<file path="src/rtl/div_reconstruct.sv">
// div_reconstruct: sequential shift-and-add multiply-accumulate that rebuilds
// a dividend from divider outputs, dividend = quotient * divisor + remainder.
// One start pulse launches an operation; RUN always takes exactly WIDTH cycles,
// followed by one DONE cycle. The result register and a one-cycle done pulse
// update on the edge that leaves DONE.
//
// Optional build macro DIV_RECONSTRUCT_CHECK_EN adds an `expected` input that
// is latched at start and a `mismatch` flag refreshed on every completion.
module div_reconstruct #(
  parameter int WIDTH = 4
) (
  input  logic                 clock,
  input  logic                 reset,
  input  logic                 start,
  input  logic [WIDTH-1:0]     quotient,
  input  logic [WIDTH-1:0]     divisor,
  input  logic [WIDTH-1:0]     remainder,
`ifdef DIV_RECONSTRUCT_CHECK_EN
  input  logic [2*WIDTH-1:0]   expected,
  output logic                 mismatch,
`endif
  output logic [2*WIDTH-1:0]   dividend,
  output logic                 busy,
  output logic                 done
);

  localparam int RW = 2 * WIDTH;
  localparam int CW = $clog2(WIDTH + 1);

  typedef enum logic [1:0] {
    IDLE = 2'd0,
    RUN  = 2'd1,
    DONE = 2'd2
  } state_t;

  state_t          state;
  state_t          state_next;

  logic [RW-1:0]    acc;
  logic [RW-1:0]    mcand;
  logic [WIDTH-1:0] mplier;
  logic [CW-1:0]    count;
  logic [CW-1:0]    count_dec;

`ifdef DIV_RECONSTRUCT_CHECK_EN
  logic [RW-1:0]    expected_lat;
`endif

  assign count_dec = count - CW'(1);

  // State register: reset wins over any start in the same cycle.
  always_ff @(posedge clock) begin
    if (reset) begin
      state <= IDLE;
    end else begin
      state <= state_next;
    end
  end

  // Next-state logic: RUN exits once the step counter hits zero after its update.
  always_comb begin
    state_next = state;
    case (state)
      IDLE:    if (start) state_next = RUN;
      RUN:     if (count_dec == '0) state_next = DONE;
      DONE:    state_next = IDLE;
      default: state_next = IDLE;
    endcase
  end

  // Output decode: busy covers RUN and DONE.
  always_comb begin
    busy = (state != IDLE);
  end

  // Datapath: operand latch, shift-and-add steps, result and done pulse.
  always_ff @(posedge clock) begin
    if (reset) begin
      acc      <= '0;
      mcand    <= '0;
      mplier   <= '0;
      count    <= '0;
      dividend <= '0;
      done     <= 1'b0;
    end else begin
      done <= 1'b0;
      case (state)
        IDLE: begin
          if (start) begin
            acc    <= {{WIDTH{1'b0}}, remainder};
            mcand  <= {{WIDTH{1'b0}}, divisor};
            mplier <= quotient;
            count  <= CW'(WIDTH);
          end
        end
        RUN: begin
          // No early exit on mplier == 0: the latency stays fixed at WIDTH.
          if (mplier[0]) acc <= acc + mcand;
          mcand  <= mcand << 1;
          mplier <= mplier >> 1;
          count  <= count_dec;
        end
        DONE: begin
          dividend <= acc;
          done     <= 1'b1;
        end
        default: ;
      endcase
    end
  end

`ifdef DIV_RECONSTRUCT_CHECK_EN
  // Self-check: compare the rebuilt dividend against the latched original.
  always_ff @(posedge clock) begin
    if (reset) begin
      expected_lat <= '0;
      mismatch     <= 1'b0;
    end else begin
      if (state == IDLE && start) expected_lat <= expected;
      if (state == DONE)          mismatch     <= (acc != expected_lat);
    end
  end
`endif

endmodule
</file>
<file path="config.mk">
export PLATFORM = sky130hd
export DESIGN_NAME = div_reconstruct
export DESIGN_NICKNAME = d
export VERILOG_FILES = /design/src/rtl/div_reconstruct.sv
export SDC_FILE = /design/constraint.sdc
export NUM_CORES = 1
export LEC_CHECK = 0
export CAP_MARGIN = 40
export CORE_MARGIN = 8
export CORE_UTILIZATION = 57
export CTS_CLUSTER_SIZE = 14
export DETAILED_ROUTE_END_ITERATION = 6
export GPL_ROUTABILITY_DRIVEN = 0
export PLACE_DENSITY = 0.84
export RECOVER_POWER = 25
export SYNTH_ARGS = -nofsm -noshare
export SYNTH_HDL_FRONTEND = slang
export SYNTH_SLANG_ARGS = --single-unit
</file>
<file path="constraint.sdc">
create_clock -name clock -period 3.8 [get_ports clock]
set_clock_uncertainty 0.05 [all_clocks]
set_input_delay 0.57 -clock clock [delete_from_list [all_inputs] [get_ports clock]]
set_output_delay 0.57 -clock clock [all_outputs]
set_load 0.1 [all_outputs]
</file>
Word level (Yosys, flattened, before mapping)
Index checks and enable logic that the tools add are counted.
W data, S select, Z words.
{"block": "totals", "reg_bits": 34, "latchBits": 0, "mem_bits_rw": 0, "romBits": 0, "inputBits": 15, "output_inout_bits": 10, "word_cells": 34, "mem_count": 0}
{"block": "classes", "n_addsub": 2, "n_mul": 0, "n_div": 0, "magnitude_cmp": 0, "eq_ne": 5, "shift": 0, "n_mux": 13, "bitwise": 0, "reduce_logical": 7}
{"cell": "$pmux W8 S2", "n": 2}
{"cell": "$mux W8", "n": 3}
{"cell": "$add A8 B8 Y8", "n": 1}
{"cell": "$pmux W4 S2", "n": 1}
{"cell": "$ne A2 B2 Y1 const B", "n": 3}
{"cell": "$pmux W3 S2", "n": 1}
{"cell": "$mux W2", "n": 2}
{"cell": "$mux W4", "n": 1}
{"cell": "$pmux W2 S2", "n": 1}
{"cell": "$reduce_and A2 Y1", "n": 2}
{"cell": "$reduce_bool A2 Y1", "n": 2}
{"cell": "$logic_not A3 Y1", "n": 1}
{"cell": "$mux W3", "n": 1}
{"cell": "$reduce_and A3 Y1", "n": 1}
{"cell": "$sub A3 B1 Y3 const B", "n": 1}
{"cell": "$eq A2 B1 Y1 const B", "n": 1}
{"cell": "$eq A2 B2 Y1 const B", "n": 1}
{"cell": "$logic_not A2 Y1", "n": 1}
{"cell": "$mux W1", "n": 1}

Depth between registers and ports, before layout
Gate-level depths: netlist of the first run.
{"block": "depth", "depth_word": 4, "depth_mapped": 8, "ltp_nobuf": 8}

Least setup slack after synthesis of the first run
No wires, ideal clock.
{"block": "synth_timing", "path_type": "register to register", "from": "register acc[0]", "to": "register acc[6]", "setup_ps": 96, "arrival_time_ps": 1677, "required_ps": 3654, "slack_ps": 1977, "path_stages_with_launch": 9, "n_path_buf": 0, "synth_period_minus_slack_ps": 1823, "cell_sequence": "dfxtp_1 ha_1 inv_1 fa_1 nor2b_1 o21a_1 o211ai_1 and4_1 o41ai_2"}
{"block": "synth_via", "elab_chain_len": 3}
{"element": "start, declared", "line_no": "39", "text": "logic [RW-1:0] acc;"}
{"element": "start signal, assigned", "line_no": "90", "text": "acc <= {{WIDTH{1'b0}}, remainder};"}
{"element": "start signal, assigned", "line_no": "98", "text": "if (mplier[0]) acc <= acc + mcand;"}
{"element": "$add A8 B8 Y8", "line_no": "98"}
{"element": "$mux W8", "line_no": "98"}
{"element": "$pmux W8 S2", "line_no": "87", "text": "case (state)"}
Every way passes these cells. The select of a mux whose other input is x is not followed.
A chain may end at the register's enable or synchronous reset.

Worst setup path in the final report of the first run
{"block": "layout_timing", "from": "register state[1]", "to": "output busy"}
{"block": "layout_via", "elab_chain_len": 1}
{"element": "start, declared", "line_no": "36", "text": "state_t state;"}
{"element": "start signal, assigned", "line_no": "56", "text": "state <= state_next;"}
{"element": "$reduce_bool A2 Y1", "line_no": "73", "text": "busy = (state != IDLE);"}
{"element": "end, declared", "line_no": "23", "text": "output logic busy,"}
Every way passes these cells.

==> results.sh, run 1 <==
export IMPL_relSlewSlack=0.429
export IMPL_synth_area_leaders="dfxtp_1 (41%), nand2_1 (8.6%), ha_1 (6.8%)"
export IMPL_numCtsBuffers=5
export IMPL_synthSimpleGateAreaFrac=0.221
export IMPL_cap_violations=0
export IMPL_synth_commonest_cells="nand2_1 (38), dfxtp_1 (34), nor2_1 (27), a21oi_1 (13), ha_1 (9)"
export IMPL_synth_compound_area_frac=0.216
export IMPL_die_h_um=70.0
export IMPL_whs_ps=413
export IMPL_clkTransAtPathRegs_ps=100
export IMPL_status="finished, final reports clean"
export IMPL_tightest_slew_ps=853
export IMPL_syn_to_final_growth_pct=26.4
export IMPL_initial_utilization=0.602
export IMPL_grt_pass1_vias=1517
export IMPL_ys_types=36
export IMPL_rsz0062_at_grt="no"
export IMPL_peakVddDrop_v=0.000375
export IMPL_antenna_found_initial=0
export IMPL_synthAdderAreaFrac=0.0799
export IMPL_synthXorXnorAreaFrac=0.0106
export IMPL_powerDensity_nw_per_um2=348
export IMPL_fmax_mhz=424
export IMPL_p_leak_uw=0.000812
export IMPL_nFillCells=203
export IMPL_post_cts_buffers=0
export IMPL_io_pins=25
export IMPL_grt_use_total=0.164
export IMPL_n_antenna_cell=0
export IMPL_slew_violations=0
export IMPL_finalNetCount=258
export IMPL_yosysWarnings=0
export IMPL_setup_viol=0
export IMPL_syn_inst=204
export IMPL_start_kind="register"
export IMPL_cts_resized=0
export IMPL_io_buffers=24
export IMPL_layout_min_cycle_time_ps=2360
export IMPL_drc=0
export IMPL_vias_per_cell=5.62
export IMPL_crit_buf_inv=3
export IMPL_h_tree_depth=2
export IMPL_worstPathMaxFanout=10
export IMPL_max_stage_delay_ps=510
export IMPL_synth_top_family_by_area="simple AND/OR/NAND/NOR gates"
export IMPL_synth_area_leader_cell="dfxtp_1"
export IMPL_crit_arrival_ps=1740
export IMPL_synth_edf_count=0
export IMPL_hold_path_class="register to register"
export IMPL_totalNegativeSetupSlack_ps=0
export IMPL_clock_latency_ps=340
export IMPL_min_period_over_period=0.620
export IMPL_drt_iter0_markers=92
export IMPL_netlist_area_um2=1660
export IMPL_ctsHoldBuffers=0
export IMPL_synthesis_nets=229
export IMPL_netlist_area_leader_share=0.410
export IMPL_crit_chain="nor2_1 > inv_1 > clkdlybuf4s50_1 > buf_8"
export IMPL_ys_seq_area_frac=0.410
export IMPL_fp_row_count=19
export IMPL_tritoncts="done"
export IMPL_totalWireLength_mm=3.80
export IMPL_coreArea_um2=2760
export IMPL_max_clock_path_buffers=2
export IMPL_wl_per_cell_um=14.3
export IMPL_clock_sinks=34
export IMPL_slowest_stage="clkdlybuf4s50_1"
export IMPL_drive_gt1_frac=0.0897
export IMPL_crit_type="register to output pin"
export IMPL_grt_start_max_net_pins=19
export IMPL_syn_avg_cell_area_um2=8.14
export IMPL_ant_nets=0
export IMPL_async_flop_share=0
export IMPL_grt_first_pass_wirelength_mm=6.70
export IMPL_drt_pass1_iter_count=4
export IMPL_clock_root_buffer="clkbuf_4"
export IMPL_crit_family="buffers and inverters"
export IMPL_ys_flop_type="dfxtp_1"
export IMPL_dieWidth_um=70.0
export IMPL_end_kind="output pin"
export IMPL_place_hpwl_mm=2.98
export IMPL_synth_mux_area_fraction=0.00603
export IMPL_vias=1488
export IMPL_finish_utilization=0.761
export IMPL_die_area_um2=4900
export IMPL_critPathRequiredTime_ps=3180
export IMPL_yosysMostFrequentCell="nand2_1"
export IMPL_grt_overflow=0
export IMPL_ys_seq_elements=34
export IMPL_final_hold_viol_count=0
[worst paths after layout]
check	from	to	slack, ps	cells after the start
worst max-delay path	state[1]	busy	1440	4
worst min-delay path	dividend[6]	dividend[6]	410	2
worst max register to register	mcand[0]	acc[6]	1690	8
worst min register to register	dividend[6]	dividend[6]	410	2
[layer usage]
layer  wire (um)  track usage
met1        1570        0.164
met2        1940        0.298
met3         246       0.0664
met4          49       0.0558
met5           0            0
[flip-flops by register name (all words and copies together) (netlist names)]
signal and cells:
dividend 8, mplier 4, acc 8, state 2
count 3, mcand 8, done 1
[stage by stage]
stage	setup WS, ps	std cells	cell area, um^2	total power, uW
global route	1350	265	2100	771
detailed placement	1620	257	2040	529
finish	1440	265	2100	730
floorplan	1980	204	1660	487
CTS	1410	265	2100	734
global placement	1440	247	1890	517
[worst register-to-register path, cell delays in order (launching register included)]
cell and delay, ps:
dfxtp_1 390, ha_1 230, inv_1 80, fa_1 400
nor2b_1 170, o21a_1 170, o211ai_1 120, and4_1 220
o41ai_2 210
[report_power, final]
part,internal (uW),switching (uW),leakage [uW]
Sequential,374,16.8,0.000278
Combinational,54.9,74.7,0.000501
Clock,88.8,121,0.0000343
[area by class of cell]
class | count | area, um^2 | share of cell area
multi-input combinational | 148 | 883 | 0.421
sequential | 34 | 681 | 0.324
timing repair buffer | 36 | 402 | 0.191
clock buffer | 6 | 51.3 | 0.0244
tap | 31 | 38.8 | 0.0185
inverter | 8 | 30.0 | 0.0143
clock inverter | 2 | 12.5 | 0.00596
[cell families after synthesis]
logic type	Yosys count
compound gates	50
xor+xnor	2
fa+ha+maj	10
buf+inv	22
flops	34
mux	1
simple gates	85
[placed cells by master (no fill, tap or decap), types with 3 or more instances in the layout]
cell type	netlist	final
nand2_1	38	38
dfxtp_1	34	34
nor2_1	27	28
clkdlybuf4s50_1	0	22
a21oi_1	13	13
buf_8	0	10
ha_1	9	9
inv_1	8	8
a311oi_1	8	8
a211oi_1	6	6
a22oi_1	5	5
clkbuf_4	0	5
nor2b_1	4	4
o21ai_0	3	3
a21o_1	3	3
nor3_1	3	3
(Power assumes the default switching activity.)
==> inputs of run 2 (changes only) <==
- CORE_UTILIZATION: 57 -> 48
- PLACE_DENSITY: 0.84 -> 0.75
- clock period: 3.8 -> 2.1 ns (I/O delays scaled with it)
==> run 2 against run 1 <==
Wire length down 13%. Combinational power grew 78%. Via count decreased by 5.5%. Worst hold slack worse by 6.6 ps. Flip-flop and latch count did not move. Power rose by 79%. Non-clock buffer count is 8 lower. Critical path depth up 4. First-iteration DRC count fell by 24%. Core utilization fell by 17 points. Largest power group unchanged.
==> results.sh, run 2 (synthesized netlist as in run 1, its figures left out) <==
export IMPL_hold_path_class="register to register"
export IMPL_vias=1406
export IMPL_grt_pass1_vias=1292
export IMPL_powerDensity_nw_per_um2=669
export IMPL_crit_arrival_ps=2120
export IMPL_dieWidth_um=74.8
export IMPL_slew_violations=0
export IMPL_drt_pass1_iter_count=4
export IMPL_totalWireLength_mm=3.30
export IMPL_ant_nets=0
export IMPL_io_pins=25
export IMPL_wl_per_cell_um=12.1
export IMPL_crit_type="register to register"
export IMPL_slowest_stage="fa_1"
export IMPL_cap_violations=0
export IMPL_numCtsBuffers=5
export IMPL_p_int_uw=941
export IMPL_pwr_share_clk=0.282
export IMPL_start_kind="register"
export IMPL_dr_wl_met2_mm=1.35
export IMPL_max_clock_path_buffers=2
export IMPL_fp_row_count=21
export IMPL_place_hpwl_mm=2.48
export IMPL_drc=0
export IMPL_final_hold_viol_count=0
export IMPL_die_h_um=74.8
export IMPL_grt_start_max_net_pins=18
export IMPL_crit_family="adder cells"
export IMPL_rsz0062_at_grt="no"
export IMPL_clkTransAtPathRegs_ps=100
export IMPL_status="finished, final reports clean"
export IMPL_dr_max_layer_used="met4"
export IMPL_drt_met1_wl_mm=1.62
export IMPL_largestRegisters="acc x8, dividend x8, mcand x8"
export IMPL_critPathRequiredTime_ps=2300
export IMPL_io_buffers=24
export IMPL_totalNegativeSetupSlack_ps=0
export IMPL_peakVddDrop_v=0.000449
export IMPL_p_sw_uw=367
export IMPL_relSlewSlack=0.640
export IMPL_grt_first_pass_wirelength_mm=5.73
export IMPL_p_leak_uw=0.000771
export IMPL_post_cts_buffers=0
export IMPL_finalNetCount=250
export IMPL_crit_chain="ha_2 > inv_1 > fa_1 > nor2b_2 > o21a_1 > o211ai_1 > and4_1 > o41ai_2"
export IMPL_tritoncts="done"
export IMPL_crit_buf_inv=1
export IMPL_grt_overflow=0
export IMPL_h_tree_depth=2
export IMPL_die_area_um2=5600
export IMPL_clock_sinks=34
export IMPL_clock_root_buffer="clkbuf_4"
export IMPL_worstPathMaxFanout=3
export IMPL_grt_use_total=0.133
export IMPL_seqPwrFrac=0.541
export IMPL_stdcell_area_um2=1960
export IMPL_drt_iter0_markers=70
export IMPL_layout_cells_most_common_list="nand2_1 (38), dfxtp_1 (33), nor2_1 (27)"
export IMPL_coreArea_um2=3340
export IMPL_power_share_switching=0.281
export IMPL_tightest_slew_ps=543
export IMPL_power_frac_comb=0.177
export IMPL_drive_gt1_frac=0.119
export IMPL_place_area_um2=1910
export IMPL_end_kind="register"
export IMPL_syn_to_final_growth_pct=17.8
export IMPL_antenna_found_initial=0
export IMPL_n_antenna_cell=0
export IMPL_layout_min_cycle_time_ps=1930
export IMPL_layout_commonest_cell="nand2_1"
export IMPL_max_stage_delay_ps=380
export IMPL_vias_per_cell=5.17
export IMPL_fmax_mhz=519
export IMPL_clock_latency_ps=340
export IMPL_min_period_over_period=0.918
export IMPL_route_met3_wl_um=238
export IMPL_setup_viol=0
export IMPL_initial_utilization=0.498
-- run 2: cell count changes in the layout (fill, tap and decap cells not counted), sizes merged --
cell           previous run  this run
buf                      11         5
clkbuf                    7        16
clkdlybuf4s50            22        14
clkinvlp                  1         0
dlygate4sd3               2         0
-- run 2: worst reg2reg max path, cell delays in order, from the launching register on --
cell and delay [ps]:
dfxtp_1 370, ha_2 210, inv_1 60, fa_1 380, nor2b_2 140, o21a_1 140
o211ai_1 100, and4_1 210, o41ai_2 180
-- run 2: what timing repair did --
action | in CTS | in global routing
endpoints found under the hold margin | 0 | 0
resized for setup | 0 | 3
hold buffers | 0 | 0
endpoints found under the setup margin | 0 | 1
-- run 2: path summary, 6_finish.rpt --
| kind | from | end | slack, ps | cells after the start |
|---|---|---|---|---|
| setup / recovery | acc[0] | acc[6] | 170 | 8 |
| hold / removal | dividend[5] | dividend[5] | 410 | 2 |
| setup reg to reg | acc[0] | acc[6] | 170 | 8 |
| hold reg to reg | dividend[5] | dividend[5] | 410 | 2 |
-- run 2: final cells by class --
type,instances,area [um^2]
inverters,8,30.0
repair buffers,28,235
clock inverters,1,5.00
fillers,317,1380
clock buffers,7,55.1
flip-flops and latches,34,682
multi-input cells,148,891
well taps,46,57.6
-- run 2: power by group through the flow --
stage / logic, uW / clock network [uW] / registers, uW
2_1_floorplan: 170 / 0 / 712
3_3_place_gp: 229 / 0 / 721
3_5_place_dp: 231 / 0 / 722
4_1_cts: 231 / 387 / 707
5_1_grt: 262 / 420 / 713
6_report: 231 / 369 / 707
-- run 2: metal layers --
layer	vias up	global-route usage
li1	753	-
met1	609	0.167
met2	35	0.194
met3	9	0.0559
met4	0	0.0587
met5	-	0
-- run 2: stage by stage --
step	cells	hold slack, ps	utilization	worst slack, ps	power, uW
global route	272	425	0.586	4.79	1400
detailed placement	264	398	0.573	154	953
CTS	272	411	0.591	125	1330
global placement	264	394	0.573	210	950
finish	272	406	0.586	172	1310
floorplan	204	399	-	277	882
